### config.mk
export PLATFORM = sky130hd
export DESIGN_NAME = alu_digit_serial
export DESIGN_NICKNAME = d
export VERILOG_FILES = /design/src/rtl/alu_digit_serial.sv
export SDC_FILE = /design/constraint.sdc
export NUM_CORES = 1
export LEC_CHECK = 0
export CAP_MARGIN = 20
export CORE_MARGIN = 8
export CORE_UTILIZATION = 30
export CTS_CLUSTER_DIAMETER = 30
export DETAILED_ROUTE_END_ITERATION = 7
export PLACE_DENSITY_LB_ADDON = 0.3
export SLEW_MARGIN = 30
export SYNTH_ARGS = -nofsm -noshare
export SYNTH_HDL_FRONTEND = slang
export SYNTH_SLANG_ARGS = --single-unit
### constraint.sdc
create_clock -name clk -period 2.9 [get_ports clk]
set_clock_uncertainty 0.1 [all_clocks]
set_input_delay 0.58 -clock clk [delete_from_list [all_inputs] [get_ports clk]]
set_output_delay 0.58 -clock clk [all_outputs]
set_load 0.03 [all_outputs]
### src/rtl/alu_digit_serial.sv
// rtl/alu_digit_serial.sv - digit-serial ALU, one SLICE-bit slice per clock, LSB slice first
module alu_digit_serial #(
  parameter int WIDTH = 16,
  parameter int SLICE = 4
) (
  input  logic             clk,
  input  logic             reset,
  input  logic             in_valid,
  output logic             in_ready,
  input  logic [WIDTH-1:0] a,
  input  logic [WIDTH-1:0] b,
  input  logic [2:0]       select,
  input  logic             c_in,
  output logic             out_valid,
  input  logic             out_ready,
  output logic [WIDTH-1:0] out,
  output logic             c_out,
  output logic             zero,
  output logic             negative,
  output logic             overflow,
  output logic             busy
);

  localparam int N  = WIDTH / SLICE;
  localparam int IW = (N > 1) ? $clog2(N) : 1;
  localparam logic [WIDTH-1:0] SLICE_MASK = WIDTH'({SLICE{1'b1}});

  typedef enum logic [1:0] {IDLE, RUN, DONE} state_t;

  state_t           state;
  logic [WIDTH-1:0] a_r, b_r;
  logic [2:0]       sel_r;
  logic             carry;
  logic [IW-1:0]    idx;

  int               shamt;
  logic [WIDTH-1:0] a_sh, b_sh, next_out;
  logic [SLICE-1:0] as, bs, rs;
  logic [SLICE:0]   sum;
  logic             is_add, is_sub, last, a_msb, b_msb, r_msb;

  assign in_ready  = (state == IDLE);
  assign busy      = (state == RUN);
  assign out_valid = (state == DONE);
  assign zero      = ~|out;
  assign negative  = out[WIDTH-1];

  assign is_add = (sel_r == 3'b110);
  assign is_sub = (sel_r == 3'b101);
  assign last   = (idx == IW'(N - 1));
  assign a_msb  = a_r[WIDTH-1];
  assign b_msb  = b_r[WIDTH-1];
  assign r_msb  = rs[SLICE-1];

  // Slice datapath: SUB reuses the adder with inverted B and carry seeded to 1.
  always_comb begin
    shamt = int'(idx) * SLICE;
    a_sh  = a_r >> shamt;
    b_sh  = b_r >> shamt;
    as    = a_sh[SLICE-1:0];
    bs    = b_sh[SLICE-1:0];
    sum   = {1'b0, as} + {1'b0, (is_sub ? ~bs : bs)} + {{SLICE{1'b0}}, carry};
    case (sel_r)
      3'b001:         rs = ~as;
      3'b011:         rs = ~(as & bs);
      3'b100:         rs = ~(as | bs);
      3'b101, 3'b110: rs = sum[SLICE-1:0];
      default:        rs = as;
    endcase
    next_out = (out & ~(SLICE_MASK << shamt)) | (WIDTH'(rs) << shamt);
  end

  always_ff @(posedge clk) begin
    if (reset) begin
      state    <= IDLE;
      a_r      <= '0;
      b_r      <= '0;
      sel_r    <= '0;
      carry    <= 1'b0;
      idx      <= '0;
      out      <= '0;
      c_out    <= 1'b0;
      overflow <= 1'b0;
    end else begin
      case (state)
        IDLE: begin
          if (in_valid) begin
            a_r   <= a;
            b_r   <= b;
            sel_r <= select;
            idx   <= '0;
            carry <= (select == 3'b110) ? c_in : (select == 3'b101);
            state <= RUN;
          end
        end
        RUN: begin
          out   <= next_out;
          carry <= sum[SLICE];
          idx   <= idx + 1'b1;
          if (last) begin
            state    <= DONE;
            c_out    <= (is_add || is_sub) ? sum[SLICE] : 1'b0;
            overflow <= is_add ? ((a_msb == b_msb) && (r_msb != a_msb)) :
                        is_sub ? ((a_msb != b_msb) && (r_msb != a_msb)) : 1'b0;
          end
        end
        DONE: begin
          if (out_ready) state <= IDLE;
        end
        default: state <= IDLE;
      endcase
    end
  end

endmodule

; Word level (Yosys, flattened, before mapping)
; Cells that the tools add are included.
; W data, S select, Z words.
[op_classes]
add_sub_neg = 3
mul = 0
div = 0
order_cmp = 0
eq_ne = 16
shift = 4
muxes = 14
n_bitwise = 9
reduce_logical = 12
[op_table]
columns = cell, n
row1 = $shr A16 B4 Y4, 2
row2 = $and A16 B16 Y16, 1
row3 = $not A16 Y16, 1
row4 = $not A4 Y4, 4
row5 = $or A16 B16 Y16, 1
row6 = $pmux W4 S4, 1
row7 = $reduce_or A16 Y1, 1
row8 = $shl A4 B4 Y16, 1
row9 = $shl A4 B4 Y16 const A, 1
row10 = $eq A3 B3 Y1 const B, 5
row11 = $mux W2, 4
row12 = $pmux W2 S3, 1
row13 = $reduce_and A2 Y1, 3
row14 = $add A4 B4 Y5, 1
row15 = $add A5 B1 Y5, 1
row16 = $mux W1, 5
row17 = $and A4 B4 Y4, 1
row18 = $eq A2 B2 Y1 const B, 2
row19 = $mux W4, 1
row20 = $ne A2 B1 Y1 const B, 2
row21 = $or A4 B4 Y4, 1
row22 = $pmux W2 S2, 1
row23 = $eq A3 B1 Y1 const B, 1
row24 = $eq A3 B2 Y1 const B, 1
row25 = other kinds (13), 15
[totals]
register_bits = 58
latch_bits = 0
ram_bits = 0
romBits = 0
output_inout_bits = 23
wordCells = 67
mem_count = 0

; Logic depth before layout (Yosys ltp)
; Gate-level depths: netlist (run 1).
[depth]
ltp_word = 10
ltp_mapped = 12
ltp_nobuf = 11

; Worst setup path after synthesis (run 1)
; Ideal clock, no wire load.
[synth_timing]
path_type = reg-to-reg
startpoint = register idx[0]
endpoint = register out[1]
t_arrival_ns = 2.684
required_time_ns = 2.683
setup_slack_ns = -0.001
path_stages_with_launch = 11
path_buffers = 1
path_cell_list = dfxtp_1 -> buf_6 -> mux4_2 -> xor2_1 -> fa_1 -> inv_1 -> fa_1 -> a21boi_0 -> o31ai_1 -> o21ai_1 -> a22o_1
[synth_between]
elab_chain_cells = 8
[synth_rtl]
columns = element, line
row1 = from (decl), 34  ; logic [IW-1:0] idx;
row2 = from (signal assigned), 99  ; idx <= idx + 1'b1;
row3 = $shr A16 B4 Y4, 59  ; b_sh = b_r >> shamt;
row4 = $not A4 Y4, 62  ; sum = {1'b0, as} + {1'b0, (is_sub ? ~bs : bs)} + {{SLICE{1'b0}}, carry};
row5 = $mux W4, 62
row6 = $add A4 B4 Y5, 62
row7 = $add A5 B1 Y5, 62
row8 = $pmux W4 S4, 63  ; case (sel_r)
row9 = $shl A4 B4 Y16, 70  ; next_out = (out & ~(SLICE_MASK << shamt)) | (WIDTH'(rs) << shamt);
row10 = $or A16 B16 Y16 (*), 70
row11 = to (signal assigned), 97  ; out <= next_out;
row12 = to (decl), 16  ; output logic [WIDTH-1:0] out,
; Mark *: on every way between the ends. The rest lies on a longest branch, timed or not.
; A chain may end at the register's enable or synchronous reset.

; Final worst setup path (run 1)
[layout_timing]
startpoint = register idx[0]
endpoint = register out[3]
; Same word-level chain as after synthesis.

==> flow_summary.toml, run 1 <==
[status]
status = "finished clean"

[worst_setup_path]
endpoint_kind = "flip-flop"
start_kind = "flip-flop"
worstSetupPathType = "flip-flop to flip-flop"
crit_required_ns = 3.07
crit_start = "idx[0]"
worstPathMaxFanout = 4
r2r-start = "idx[0]"
worstPathArrival_ns = 2.96

[cts]
clk_pin_slew_worst_paths_ns = 0.06
cts_tree = "yes"
cts_buffers = 9
htree_levels = 3
ctsRootBufferMaster = "clkbuf_8"
cts_max_path_buffers = 2
clk_latency_ns = 0.33
cts.sinks = 58
hold_buffers = 0

[sta]
min_period_over_period_pct = 96.13
tightestPinTransition_ns = 0.5189
max_slew_margin_pct = 65.41
finalCriticalPeriod_ns = 2.788
fin_ws_ns = 0.1123
setup-violations-final = 0
rsz0062_at_grt = "false"
fmax_mhz = 358.7
slew_viol_final = 0
finalHoldViolations = 0
setup_tns_ns = 0

[synth]
avgSynthCellArea_um2 = 8.716
synth_cell_type_count = 48
synth_top_family_by_area = "simple AND/OR/NAND/NOR gates"
yosysWarnings = 0
yosys.area_share.adder_pct = 4.902
synthCells = 328
synth_nets = 378
synth-simple-area-share_pct = 19.87
muxShareOfSynthArea_pct = 8.446
synth-xor-area-share_pct = 2.144
synth_area_um2 = 2859
ys_seq_elements = 58
yosysSeqAreaShare_pct = 40.61
synth_compound_area_share_pct = 19.17

[die]
initial_core_util_pct = 30.94
core_region_area_um2 = 9240
die_area_um2 = 12910
fp.dieW_um = 113.6
pin_count = 63
dieHeight_um = 113.6
rows = 35

[final_layout]
layout_commonest_cell = "nand2_1"
fin_cells = 529
seq_area_um2 = 1164
fillers = 910
nets = 445
area_growth_pct = 37.24
n_antenna_cell = 0
multiInputGateArea_um2 = 1579
drive_gt1_share_pct = 13.75
layout_common_cells = "82 x nand2_1, 62 x clkdlybuf4s50_1, 56 x dfxtp_1"

[detailed_routing]
drcViolationCount = 0
first_pass_iters = 4
wl_per_cell_um = 14.38
avgViaCountPerCell = 4.796
drtAntennaViolNets = 0
drtIter0Drc = 107
vias = 2537
wirelength_um = 7607

[placed_design]
dp.final_hpwl_um = 5658
post-place-cells = 509
port_buffers = 62
gp_congestion = 0.8023
pre_cts_ws_ns = 0.04514

[grt]
antenna_found_initial = 0
grt.total_usage_pct = 11.89
grt_pass1_vias = 2504
grt_max_degree = 42
grt-ovfl-total = 0
grt_pass1_wl_um = 12330

[power]
pwr_density_cell_nw_per_um2 = 552.3
clkPwrFrac_pct = 43.0
power_frac_seq_pct = 39.7
leakage_nw = 1.482
ir_drop_mv = 0.2504
comb_power_share_pct = 17.3
intPower_mw = 1.629
swShare_pct = 24.84
p_sw_mw = 0.5382

[hold_path]
min_from = "a_r[11]"
min_path_type = "flip-flop to flip-flop"

[flow_run]
maxCapViolations = 0
[sequential cells by signal, indices dropped and copies added (netlist names)]
name / cells
state: 2
overflow: 1
sel_r: 3
carry: 1
idx: 2
c_out: 1
b_r: 16
a_r: 16
out: 16
[cell usage after synthesis (all sizes together)]
master | instances | area share (%)
nor2 | 9 | 1.2
nand2b | 6 | 1.3
nand4bb | 1 | 0.39
xnor2 | 6 | 1.8
a21oi | 48 | 8.4
nand4 | 2 | 0.44
clkbuf | 13 | 1.7
mux4 | 8 | 6.4
a31oi | 2 | 0.96
nor3 | 6 | 1.1
o21ai | 7 | 1.2
a22oi | 1 | 0.26
and3b | 1 | 0.31
a21o | 2 | 0.53
a32o | 2 | 0.70
a22o | 10 | 3.1
nor4 | 7 | 1.8
o31ai | 2 | 0.53
a311oi | 1 | 0.31
xor2 | 1 | 0.31
fa | 2 | 1.4
o41ai | 2 | 1.1
o21a | 1 | 0.26
mux2 | 3 | 1.3
and3 | 3 | 0.66
clkinv | 1 | 0.13
buf | 9 | 2.2
a21boi | 1 | 0.26
o32a | 1 | 0.39
o211ai | 3 | 0.79
nand3 | 6 | 1.1
inv | 6 | 0.79
ha | 8 | 3.5
dfxtp | 58 | 41
a21bo | 1 | 0.35
and4 | 1 | 0.31
nand2 | 82 | 11
mux2i | 2 | 0.70
nor2b | 2 | 0.44
and2 | 1 | 0.22
[logic make-up (layout without fill, tap and decap cells)]
group,count (synthesis),after routing
fa+ha+maj,10,10
compound gates,84,84
flops,58,58
mux,13,13
xor+xnor,7,7
simple gates,127,127
buf+inv,29,101
[worst max-delay path, stage by stage, from the launching register on]
cell,delay [ns]
dfxtp_2,0.33
buf_4,0.16
mux4_2,0.57
xnor2_2,0.21
ha_1,0.26
and3b_1,0.18
o21a_1,0.18
o32a_2,0.36
a31oi_4,0.20
a32o_1,0.18
[through the flow]
step           power (mW)  cell area (um^2)  util, %  hold slack, ns
6_report            2.167              3924    42.46          0.3504
5_1_grt             2.266              3924    42.46          0.3791
4_1_cts             2.179              3872    41.91          0.3549
3_5_place_dp        1.242              3620    39.17          0.3454
3_3_place_gp        1.235              3620    39.17          0.3423
2_1_floorplan       1.105              2860        -          0.3315
[path summary, 6_finish.rpt]
path / cells past startpoint / end / slack [ns]
worst min register to register: 2 / a_r[11] / 0.35
worst max register to register: 9 / out[3] / 0.11
worst min-delay path: 2 / a_r[11] / 0.35
worst max-delay path: 9 / out[3] / 0.11
[power by group through the flow]
stage | clock [mW] | sequential [mW] | combinational, mW
final | 0.932 | 0.860 | 0.374
after detailed placement | 0 | 0.878 | 0.364
after CTS | 0.954 | 0.860 | 0.365
after floorplan | 0 | 0.880 | 0.225
after global placement | 0 | 0.876 | 0.359
after global routing | 0.989 | 0.865 | 0.413
[layout make-up]
class	instances	share of cell area (%)
repair buffers	78	18.88
well taps	129	4.114
inverters	7	0.6696
clock buffers	12	3.954
clock inverters	4	2.487
flip-flops and latches	58	29.66
multi-input cells	241	40.24
[per-layer routing]
| layer | part of all wire (%) | track usage, % | up-vias |
|---|---|---|---|
| li1 | - | - | 1286 |
| met1 | 47 | 14.28 | 1202 |
| met2 | 47 | 19.05 | 40 |
| met3 | 4.3 | 3.592 | 9 |
| met4 | 1.8 | 5.506 | 0 |
| met5 | 0 | 0 | - |
[what timing repair did]
item / 4_1_cts / 5_1_grt
setup buffers: 0 / 4
endpoints found under the setup margin: 0 / 13
gates resized for setup: 0 / 7
Power figures use the tool's default switching activity.
==> run 2: changes to the inputs <==
--- a/config.mk
+++ b/config.mk
@@ -7,7 +7,7 @@
 export LEC_CHECK = 0
 export CAP_MARGIN = 20
 export CORE_MARGIN = 8
-export CORE_UTILIZATION = 30
+export CORE_UTILIZATION = 46
 export CTS_CLUSTER_DIAMETER = 30
 export DETAILED_ROUTE_END_ITERATION = 7
 export PLACE_DENSITY_LB_ADDON = 0.3
==> run 2 against run 1 <==
Effect of this change: clock power decreased by 22%; via count up 2.1%; fmax decreased by 0.98%; utilization increased by 21 points; hold slack lost 0.00061 ns; non-clock buffer count shrank 2; cell area is 3.7% lower; sequential share of layout area increased by 1.1 points; sequential cell count did not move; total power shrank 9.8%; die area is 30% lower; cell count decreased by 11%; critical path type unchanged; largest cell class unchanged; largest power group is now sequential cells.
==> flow_summary.toml, run 2 (synthesized netlist as in run 1, its figures left out) <==
[status]
status = "finished clean"

[final_layout]
fin_cells = 472
drive_gt1_share_pct = 12.85
layout_commonest_cell = "nand2_1"
fin_util_pct = 63.42
fin_area_um2 = 3777
area_growth_pct = 32.12
layout_common_cells = "82 x nand2_1, 62 x clkdlybuf4s50_1, 57 x dfxtp_1"
top_regs = "a_r: 16 flops, b_r: 16 flops, out: 16 flops"
nets = 443
n_antenna_cell = 0

[detailed_routing]
vias = 2591
drtIter0Drc = 226
first_pass_iters = 4
drtAntennaViolNets = 0
avgViaCountPerCell = 5.489
wirelength_um = 7339
wl_per_cell_um = 15.55
drcViolationCount = 0

[cts]
cts_max_path_buffers = 2
clk_pin_slew_worst_paths_ns = 0.07
hold_buffers = 0
cts_tree = "yes"
ctsRootBufferMaster = "clkbuf_8"
clk_latency_ns = 0.34
cts_buffers = 9
cts.sinks = 58
htree_levels = 3

[worst_setup_path]
endpoint_kind = "flip-flop"
worstPathMaxFanout = 6
path_cells = "buf_4 > mux4_2 > xnor2_2 > ha_1 > and3b_1 > o21a_1 > o32a_2 > a31oi_4 > a32o_1"
crit_required_ns = 3.09
crit_slowest_cell = "mux4_2"
slowest_delay_ns = 0.57
cpLargestDelayFamily = "compound AO/OA/AOI/OAI gates"
worstSetupPathType = "flip-flop to flip-flop"
start_kind = "flip-flop"
worstPathArrival_ns = 3.00
path_buf_inv = 1

[flow_run]
maxCapViolations = 0

[die]
fp.dieW_um = 94.84
initial_core_util_pct = 48.00
die_area_um2 = 8994
dieHeight_um = 94.84
rows = 28
core_region_area_um2 = 5956
pin_count = 63

[sta]
max_slew_margin_pct = 63.50
setup_tns_ns = 0
finalHoldViolations = 0
fin_ws_ns = 0.08455
rsz0062_at_grt = "true"
tightestPinTransition_ns = 0.5461
setup-violations-final = 0
slew_viol_final = 0
finalCriticalPeriod_ns = 2.815
min_period_over_period_pct = 97.08
fmax_mhz = 355.2

[power]
leakage_nw = 1.445
pwr_density_cell_nw_per_um2 = 517.6
ir_drop_mv = 0.3622

[grt]
grt-ovfl-total = 0
antenna_found_initial = 0
grt.total_usage_pct = 17.04
grt_pass1_vias = 2625
grt_max_degree = 42
grt_pass1_wl_um = 12150

[hold_path]
min_path_type = "flip-flop to flip-flop"

[placed_design]
post-place-cells = 455
port_buffers = 62
place_area_um2 = 3552
gp_congestion = 0.8729
dp.final_hpwl_um = 5529
pre_cts_ws_ns = 0.04583
run 2: through the flow:
| stage | power, mW | hold WS (ns) |
|---|---|---|
| after floorplan | 1.105 | 0.3315 |
| after global placement | 1.230 | 0.3391 |
| after detailed placement | 1.238 | 0.3456 |
| after CTS | 1.954 | 0.3544 |
| after global routing | 2.038 | 0.3779 |
| final | 1.955 | 0.3498 |
run 2: cell type report:
| cell class | count | area (um^2) |
|---|---|---|
| clock buffer | 10 | 137.6 |
| clock inverter | 5 | 55.05 |
| fill | 538 | 2178 |
| inverter | 7 | 26.28 |
| multi-input combinational | 241 | 1577 |
| sequential | 58 | 1162 |
| tap | 75 | 93.84 |
| timing repair buffer | 76 | 725.7 |
run 2: per-layer routing:
layer	part of all wire (%)	vias to the layer above	global-route usage [%]
li1	-	1288	-
met4	1.9	0	8.192
met3	5.9	13	3.810
met2	48	84	27.40
met5	0	-	0
met1	44	1206	21.12
run 2: worst paths after layout:
path	start	end	slack, ns	cells past startpoint
worst min register to register	a_r[11]	a_r[11]	0.35	2
worst max register to register	idx[0]	out[15]	0.08	9
worst min-delay path	a_r[11]	a_r[11]	0.35	2
worst max-delay path	idx[0]	out[15]	0.08	9
run 2: power breakdown:
part / internal [mW] / switching, mW / total (mW)
registers: 0.836 / 0.0264 / 0.863
clock network: 0.411 / 0.314 / 0.725
logic: 0.172 / 0.196 / 0.367
run 2: what timing repair did:
action                                 in CTS  in global routing
setup buffers                               0                  2
setup endpoints to repair                   0                 12
endpoints found under the hold margin       0                  0
resized for setup                           0                  5
run 2: worst min-delay path, stage by stage, from the launching register on:
cell and delay, ns:
dfxtp_1 0.31, nand2_1 0.05, a21oi_1 0.05
